==> src/rtl/risc_exec_unit.sv <==
// Execution core of a small accumulator machine: 8-phase instruction sequencer,
// registered ALU and program counter.
module risc_exec_unit #(
    parameter int DATA_W = 8,
    parameter int ADDR_W = 5
) (
    input  logic              clk,
    input  logic              rst_,
    input  logic [2:0]        opcode,
    input  logic [ADDR_W-1:0] ir_addr,
    input  logic [DATA_W-1:0] accum,
    input  logic [DATA_W-1:0] data,
    output logic [DATA_W-1:0] alu_out,
    output logic              zero,
    output logic [ADDR_W-1:0] pc_addr,
    output logic              mem_rd,
    output logic              mem_wr,
    output logic              load_ir,
    output logic              load_ac,
    output logic              inc_pc,
    output logic              load_pc,
    output logic              halt,
    output logic              fetch
);

    localparam logic [2:0] OP_HLT = 3'd0;
    localparam logic [2:0] OP_SKZ = 3'd1;
    localparam logic [2:0] OP_ADD = 3'd2;
    localparam logic [2:0] OP_AND = 3'd3;
    localparam logic [2:0] OP_XOR = 3'd4;
    localparam logic [2:0] OP_LDA = 3'd5;
    localparam logic [2:0] OP_STO = 3'd6;
    localparam logic [2:0] OP_JMP = 3'd7;

    typedef enum logic [2:0] {
        INST_ADDR  = 3'd0,
        INST_FETCH = 3'd1,
        INST_LOAD  = 3'd2,
        IDLE       = 3'd3,
        OP_ADDR    = 3'd4,
        OP_FETCH   = 3'd5,
        ALU_OP     = 3'd6,
        STORE      = 3'd7
    } state_t;

    state_t              state_q, state_d;
    logic [ADDR_W-1:0]   pc_q, pc_d;
    logic [DATA_W-1:0]   alu_q, alu_d;
    logic                is_aluop;

    assign zero     = (accum == '0);
    assign is_aluop = (opcode == OP_ADD) || (opcode == OP_AND) ||
                      (opcode == OP_XOR) || (opcode == OP_LDA);

    // Sequencer: one phase per clock; a halt parks the machine in OP_ADDR.
    always_comb begin
        state_d = state_q;
        case (state_q)
            INST_ADDR:  state_d = INST_FETCH;
            INST_FETCH: state_d = INST_LOAD;
            INST_LOAD:  state_d = IDLE;
            IDLE:       state_d = OP_ADDR;
            OP_ADDR:    state_d = (opcode == OP_HLT) ? OP_ADDR : OP_FETCH;
            OP_FETCH:   state_d = ALU_OP;
            ALU_OP:     state_d = STORE;
            STORE:      state_d = INST_ADDR;
            default:    state_d = INST_ADDR;
        endcase
    end

    always_comb begin
        mem_rd  = 1'b0;
        mem_wr  = 1'b0;
        load_ir = 1'b0;
        load_ac = 1'b0;
        inc_pc  = 1'b0;
        load_pc = 1'b0;
        halt    = 1'b0;
        fetch   = 1'b0;
        case (state_q)
            INST_ADDR: begin
                fetch = 1'b1;
            end
            INST_FETCH: begin
                fetch  = 1'b1;
                mem_rd = 1'b1;
            end
            INST_LOAD, IDLE: begin
                fetch   = 1'b1;
                mem_rd  = 1'b1;
                load_ir = 1'b1;
            end
            OP_ADDR: begin
                halt   = (opcode == OP_HLT);
                inc_pc = (opcode != OP_HLT);
            end
            OP_FETCH: begin
                mem_rd = is_aluop;
            end
            ALU_OP: begin
                mem_rd  = is_aluop;
                load_ac = is_aluop;
                inc_pc  = (opcode == OP_SKZ) && zero;
                load_pc = (opcode == OP_JMP);
            end
            STORE: begin
                mem_rd  = is_aluop;
                load_ac = is_aluop;
                mem_wr  = (opcode == OP_STO);
                inc_pc  = (opcode == OP_JMP);
                load_pc = (opcode == OP_JMP);
            end
            default: begin
                fetch = 1'b1;
            end
        endcase
    end

    // A jump target wins over an increment when both are requested.
    always_comb begin
        pc_d = pc_q;
        if (load_pc) begin
            pc_d = ir_addr;
        end else if (inc_pc) begin
            pc_d = pc_q + ADDR_W'(1);
        end
    end

    always_comb begin
        alu_d = accum;
        case (opcode)
            OP_ADD:  alu_d = accum + data;
            OP_AND:  alu_d = accum & data;
            OP_XOR:  alu_d = accum ^ data;
            OP_LDA:  alu_d = data;
            default: alu_d = accum;
        endcase
    end

    always_ff @(posedge clk or posedge rst_) begin
        if (rst_) begin
            state_q <= INST_ADDR;
            pc_q    <= '0;
            alu_q   <= '0;
        end else begin
            state_q <= state_d;
            pc_q    <= pc_d;
            alu_q   <= alu_d;
        end
    end

    assign pc_addr = pc_q;
    assign alu_out = alu_q;

endmodule

==> config.mk <==
export PLATFORM = sky130hd
export DESIGN_NAME = risc_exec_unit
export DESIGN_NICKNAME = d
export VERILOG_FILES = /design/src/rtl/risc_exec_unit.sv
export SDC_FILE = /design/constraint.sdc
export NUM_CORES = 1
export LEC_CHECK = 0
export BUFFER_PORTS_ARGS = -buffer_cell sky130_fd_sc_hd__buf_2
export CAP_MARGIN = 5
export CELL_PAD_IN_SITES_DETAIL_PLACEMENT = 0
export CELL_PAD_IN_SITES_GLOBAL_PLACEMENT = 1
export CORE_MARGIN = 1.5
export CORE_UTILIZATION = 36
export DETAILED_ROUTE_END_ITERATION = 10
export PLACE_DENSITY_LB_ADDON = 0.1
export SKIP_LAST_GASP = 1
export SLEW_MARGIN = 20
export SYNTH_ARGS = -nofsm -noshare
export SYNTH_HDL_FRONTEND = slang
export SYNTH_SLANG_ARGS = --single-unit
export TNS_END_PERCENT = 10
==> constraint.sdc <==
create_clock -name clk -period 2.3 [get_ports clk]
set_clock_uncertainty 0.2 [all_clocks]
set_input_delay 0 -clock clk [delete_from_list [all_inputs] [get_ports clk]]
set_output_delay 0 -clock clk [all_outputs]
set_load 0.05 [all_outputs]
==> out/qor.yml, run 1 <==
sta:
  slew_headroom_pct: 57.5
  fin_crit_ps: 2290
  fin_tns_setup_ps: 0
  rsz0062_at_grt: "yes"
  tightest_slew_ps: 637
  finalCritPeriodShare_pct: 99.6
  setup_violations: 0
  whs_ps: -25.2
  hold_viol: 2
  final-max-slew-violation-count: 0
  max_freq_mhz: 437
min_path:
  hold_class: "primary input to flop"
clock_tree:
  insertion_delay_ps: 250
  clock_sinks: 16
  htree_levels: 1
  root_buffer: "clkbuf_8"
  post-cts-setup-buffer-count: 0
  max-clock-path-buffers: 2
  cts.clk_slew.worst_paths_ps: 60
  cts_tree: "done"
  cts_buffers: 3
critical_path:
  crit_path_end_kind: "output pin"
  cp-start-kind: "primary input"
  required_ps: 2100
  critPathMaxFanout: 5
  critPathKind: "primary input to output pin"
  cp.arrival_ps: 2090
logic_synthesis:
  yosys-top-cells-area: "dfrtp_1 (27%), ha_1 (7.6%), nand2_1 (5.8%), o21ai_0 (5.0%), mux2i_1 (4.7%)"
  synthesis.nets: 223
  synth_cells: 187
  async_flop_share_pct: 100
  syn-cell-area_um2: 1490
  yosys_warnings: 0
  yosysTopAreaCell: "dfrtp_1"
  synth_edf_count: 0
  synthFlopType: "dfrtp_1"
  yosysUniqueCellTypes: 47
  yosysTopAreaCellShare_pct: 26.8
  synth_seq_area_share_pct: 26.8
  avgSynthCellArea_um2: 7.98
  ys_ff_latch: 16
global_route:
  grt_pass1_vias: 1556
  gr-total-overflow: 0
  grt_first_pass_wirelength_um: 6750
  grt_max_degree: 30
  antenna_found_initial: 0
  grt_use_total_pct: 19.1
routing:
  vias_per_cell: 5.44
  drc: 0
  wl_per_cell_um: 13.9
  ant_nets: 0
  drt-initial-drc-count: 74
  routed_wl_um: 4100
  vias: 1600
  firstDrtPassIters: 4
power:
  ir_worst_vdd_v: 0.000268
  powerDensity_nw_per_um2: 875
  p_leak_nw: 0.891
placement:
  finalWeightedCongestion: 0.868
  port-buffer-count: 47
  placed_area_um2: 1770
  hpwl_um: 3110
floorplan:
  coreArea_um2: 4000
  dieArea_um2: 4540
  chipWidth_um: 67.4
  ios: 48
  initial_core_util_pct: 37.3
  die_height_um: 67.4
  rows: 23
finish:
  layout.nets: 282
  diodes: 0
  drive_gt1_share_pct: 25.8
  design_area_um2: 1980
  fillers: 417
  synthToLayoutAreaGrowth_pct: 32.7
status:
  outcome: "finished with violations"
  violations: "hold timing"
run:
  maxCapViolCount: 0
-- power by group --
part	internal, mW	switching [mW]	total [mW]
clock network	0.116	0.0938	0.210
registers	0.369	0.105	0.474
logic	0.345	0.704	1.05
-- flip-flops by register name (all words and copies together), names as in the netlist --
register and flops:
state_q 3, pc_addr 5, alu_out 8
-- layout by cell type, fill, tap and decap left out, types with 4 or more instances in the layout --
master and instances:
nand2_1 23, dlygate4sd3_1 16, nor3_1 6, nor2_1 12
a21oi_1 7, inv_1 5, buf_2 47, nand3_1 6
nor2b_1 8, a211oi_1 4, o21a_1 5, ha_1 9
o21ai_0 14, dfrtp_1 16, mux2i_1 7
-- through the flow --
stage	util [%]	hold WS [ps]	power [mW]	cells	setup WS, ps
3_3_place_gp	44.2	-83.4	1.49	275	290
5_1_grt	49.5	2.99	1.87	294	-53.6
6_report	49.5	-25.2	1.73	294	10.1
4_1_cts	49.3	4.80	1.74	294	4.74
2_1_floorplan	-	-286	1.27	187	141
3_5_place_dp	44.2	-76.0	1.50	275	259
-- metal layers --
metal  vias up  track usage (%)  share of wire [%]
met5         -                0                  0
met4         0             5.61                1.1
met3         5             2.33                3.1
met2        32             33.9                 51
met1       763             24.2                 45
li1        800                -                  -
-- timing repair --
item	CTS	global route
gates resized for setup	0	3
endpoints found under the hold margin	28	0
hold buffers	16	0
endpoints found under the setup margin	0	4
-- worst max-delay path, stage by stage --
cell,delay [ps]
dlygate4sd3_1,530
buf_2,140
or4_4,540
or4_4,530
nand2_1,100
buf_2,260
-- area by class of cell --
cell class	count	area (um2)	area share, %
clock buffer	3	41.3	2.09
sequential	16	400	20.2
tap	50	62.6	3.16
multi-input combinational	153	1030	52.3
inverter	6	22.5	1.14
timing repair buffer	66	418	21.1
-- path summary, 6_finish.rpt --
check / from / to / slack (ps) / cells past startpoint
hold / removal: opcode[2] / alu_out[4] / -30 / 3
hold reg to reg: pc_addr[4] / pc_addr[4] / 370 / 2
max in group asynchronous: rst_ / alu_out[6] / 1310 / 3
min in group asynchronous: rst_ / state_q[1] / 180 / 3
setup / recovery: accum[0] / inc_pc / 10 / 6
setup reg to reg: state_q[1] / pc_addr[2] / 240 / 6
-- kinds of logic after synthesis --
logic type | synth area share [%]
fa+ha+maj | 8.89
xor+xnor | 2.35
buf+inv | 4.78
simple gates | 28.2
mux | 6.21
flops | 26.8
compound gates | 22.7
-- cell usage after synthesis, drive strengths merged (2+ instances only) --
| master | number |
|---|---|
| and3 | 2 |
| clkbuf | 9 |
| or4 | 3 |
| nor3b | 3 |
| a211oi | 4 |
| ha | 9 |
| nand2b | 2 |
| nand2 | 23 |
| a31oi | 3 |
| nor2b | 8 |
| nor4 | 2 |
| xor2 | 2 |
| a21oi | 8 |
| o21ai | 15 |
| nand3 | 6 |
| mux2i | 7 |
| buf | 3 |
| o22ai | 2 |
| o21a | 5 |
| a21o | 2 |
| o221ai | 2 |
| a221oi | 2 |
| nor3 | 6 |
| inv | 5 |
| mux2 | 2 |
| nand4 | 3 |
| and4 | 2 |
| xnor2 | 2 |
| nor2 | 12 |
| dfrtp | 16 |
| nand3b | 2 |
Note: power is estimated with default switching activity, not from simulation.
==> run 2: changes to the inputs <==
--- a/config.mk
+++ b/config.mk
@@ -5,12 +5,14 @@
 export SDC_FILE = /design/constraint.sdc
 export NUM_CORES = 1
 export LEC_CHECK = 0
+export ABC_CLOCK_PERIOD_IN_PS = 2300
 export BUFFER_PORTS_ARGS = -buffer_cell sky130_fd_sc_hd__buf_2
 export CAP_MARGIN = 5
 export CELL_PAD_IN_SITES_DETAIL_PLACEMENT = 0
 export CELL_PAD_IN_SITES_GLOBAL_PLACEMENT = 1
 export CORE_MARGIN = 1.5
 export CORE_UTILIZATION = 36
+export CTS_CLUSTER_DIAMETER = 30
 export DETAILED_ROUTE_END_ITERATION = 10
 export PLACE_DENSITY_LB_ADDON = 0.1
 export SKIP_LAST_GASP = 1
==> constraint.sdc (replaced) <==
create_clock -name clk -period 2.3 [get_ports clk]
set_clock_uncertainty 0.2 [all_clocks]
set_input_delay 0 -clock clk [delete_from_list [all_inputs] [get_ports clk]]
set_output_delay 0 -clock clk [all_outputs]
set_load 0.1 [all_outputs]
==> run 2 against run 1 <==
Net effect: the run now ends clean; hold slack better by 27 ps; non-clock buffer count increased by 3; critical path depth unchanged; setup slack improved by 35 ps; register-to-register slack about the same; global-route usage is 0.44 points higher; total power increased by 26%.
==> out/qor.yml, run 2 (synthesis gave the netlist of run 1 again) <==
power:
  powerDensity_nw_per_um2: 1080  # +23%
  switching_share_pct: 60.0  # +7.9 points
  p_comb_share_pct: 69.5  # +9.0 points
  switchingPower_mw: 1.31  # +45%
  p_leak_nw: 0.909  # +2.1%
  sequentialPowerShare_pct: 21.0  # -6.4 points
  ir_worst_vdd_v: 0.000569  # +110%
  internal_power_mw: 0.870  # +4.9%
  clock_power_share_pct: 9.5  # -2.6 points
  p_total_mw: 2.18  # +26%
clock_tree:
  insertion_delay_ps: 240  # about the same
  cts_tree: "done"
  cts.clk_slew.worst_paths_ps: 60  # about the same
  cts_buffers: 3  # unchanged
  root_buffer: "clkbuf_8"
  htree_levels: 1  # unchanged
  clock_sinks: 16  # unchanged
  max-clock-path-buffers: 2  # unchanged
finish:
  diodes: 0  # unchanged
  fillers: 395  # -5.3%
  drive_gt1_share_pct: 26.3  # +0.50 points
  multi_input_area_um2: 1040  # +0.12%
  layout_common_cells: "buf_2 (46), nand2_1 (23), dlygate4sd3_1 (17)"
  largest_reg_flops: 8  # unchanged
  design_area_um2: 2020  # +2.1%
  final_common_cell: "buf_2"
  synthToLayoutAreaGrowth_pct: 35.5
  layout.nets: 285  # +1.1%
  ff_latch_area_um2: 400  # unchanged
floorplan:
  die_height_um: 67.4  # unchanged
  dieArea_um2: 4540  # unchanged
  initial_core_util_pct: 37.3  # unchanged
  ios: 48  # unchanged
  rows: 23  # unchanged
  coreArea_um2: 4000  # unchanged
  chipWidth_um: 67.4  # unchanged
routing:
  vias_per_cell: 5.34  # -1.9%
  firstDrtPassIters: 4  # unchanged
  routed_wl_um: 4180  # +1.9%
  vias: 1585  # -0.94%
  ant_nets: 0  # unchanged
  wl_per_cell_um: 14.1  # +0.87%
  drc: 0  # unchanged
  drt-initial-drc-count: 41  # -45%
sta:
  fin_crit_ps: 2250  # -35.3 ps
  slew_headroom_pct: 57.1  # -0.38 points
  finalCritPeriodShare_pct: 98.0  # -1.5 points
  max_freq_mhz: 444  # +1.6%
  rsz0062_at_grt: "yes"
  final.setup.worst_slack_ps: 45.4  # +35.3 ps
  hold_viol: 0  # -2
  final-max-slew-violation-count: 0  # unchanged
  whs_ps: 1.40  # +26.6 ps
  setup_violations: 0  # unchanged
  tightest_slew_ps: 643  # +5.65 ps
critical_path:
  cp-start-kind: "primary input"
  r2r_setup_slack_ps: 240  # about the same
  critPathKind: "primary input to output pin"
  r2r_cells: 6  # unchanged
  crit_path_end_kind: "output pin"
  required_ps: 2100  # about the same
  reg2reg_from: "state_q[1]"
  r2r-end: "pc_addr[2]"
  cp.arrival_ps: 2050  # -40 ps
  endpoint: "inc_pc"
  cp-startpoint: "accum[4]"
  critPathMaxFanout: 5  # unchanged
global_route:
  grt_max_degree: 30  # unchanged
  grt_use_total_pct: 19.6  # +0.44 points
  gr-total-overflow: 0  # unchanged
  grt_pass1_vias: 1491  # -4.2%
  antenna_found_initial: 0  # unchanged
  grt_first_pass_wirelength_um: 6870  # +1.8%
placement:
  preCtsSetupSlack_ps: 265  # +6.55 ps
  port-buffer-count: 47  # unchanged
  hpwl_um: 3150  # +1.4%
  placed_area_um2: 1800  # +2.0%
  finalWeightedCongestion: 0.821  # -5.5%
min_path:
  hold_class: "primary input to flop"
run:
  maxCapViolCount: 0  # unchanged
status:
  outcome: "complete, no violations"
[run 2: cell types whose count changed in the layout (fill, tap and decap cells not counted), sizes merged]
cell	before	now
dlygate4sd3	16	17
buf	50	52
[run 2: area by class of cell]
class	count	area share (%)
clock buffer	3	2.04
tap	50	3.10
sequential	16	19.8
timing repair buffer	69	22.7
inverter	6	1.11
multi-input combinational	153	51.3
[run 2: critical path, cell delays in order]
cell and delay (ps):
dlygate4sd3_1 530, buf_2 140, or4_4 500, or4_4 560
nand2_1 130, buf_12 180
[run 2: worst min path at each step]
stage               from    endpoint  slack [ps]  cells after the start
2_1_floorplan       rst_  alu_out[0]        -290                      1
3_3_place_gp        rst_  state_q[2]         -70                      2
3_5_place_dp        rst_  pc_addr[4]         -80                      2
4_1_cts          data[3]  alu_out[3]           2                      5
5_1_grt        opcode[2]  alu_out[4]          40                      3
6_report         data[3]  alu_out[3]           1                      5
[run 2: per-stage QoR]
step / util [%] / instances / setup TNS [ps]
6_report: 50.5 / 297 / 0
5_1_grt: 50.5 / 297 / -70.1
4_1_cts: 50.4 / 297 / 0
3_5_place_dp: 45.1 / 277 / 0
3_3_place_gp: 45.1 / 277 / 0
2_1_floorplan: - / 187 / -877
[run 2: timing repair]
item                                    in CTS  in global routing
endpoints found under the setup margin       0                  4
resized for setup                            0                  1
hold endpoints to repair                    28                  0
buffers inserted                             0                  0
hold buffers                                17                  0
[run 2: power by group through the flow]
stage	Sequential (mW)	Clock (mW)	Combinational, mW
2_1_floorplan	0.844	0	0.821
3_3_place_gp	0.460	0	1.48
3_5_place_dp	0.463	0	1.49
4_1_cts	0.458	0.214	1.52
5_1_grt	0.474	0.221	1.61
6_report	0.457	0.207	1.51
[run 2: layer usage]
| metal | track usage, % | part of all wire (%) | vias to the layer above |
|---|---|---|---|
| li1 | - | - | 810 |
| met1 | 24.4 | 45 | 749 |
| met2 | 35.8 | 52 | 24 |
| met3 | 1.83 | 2.6 | 2 |
| met4 | 5.36 | 0.65 | 0 |
| met5 | 0 | 0 | - |
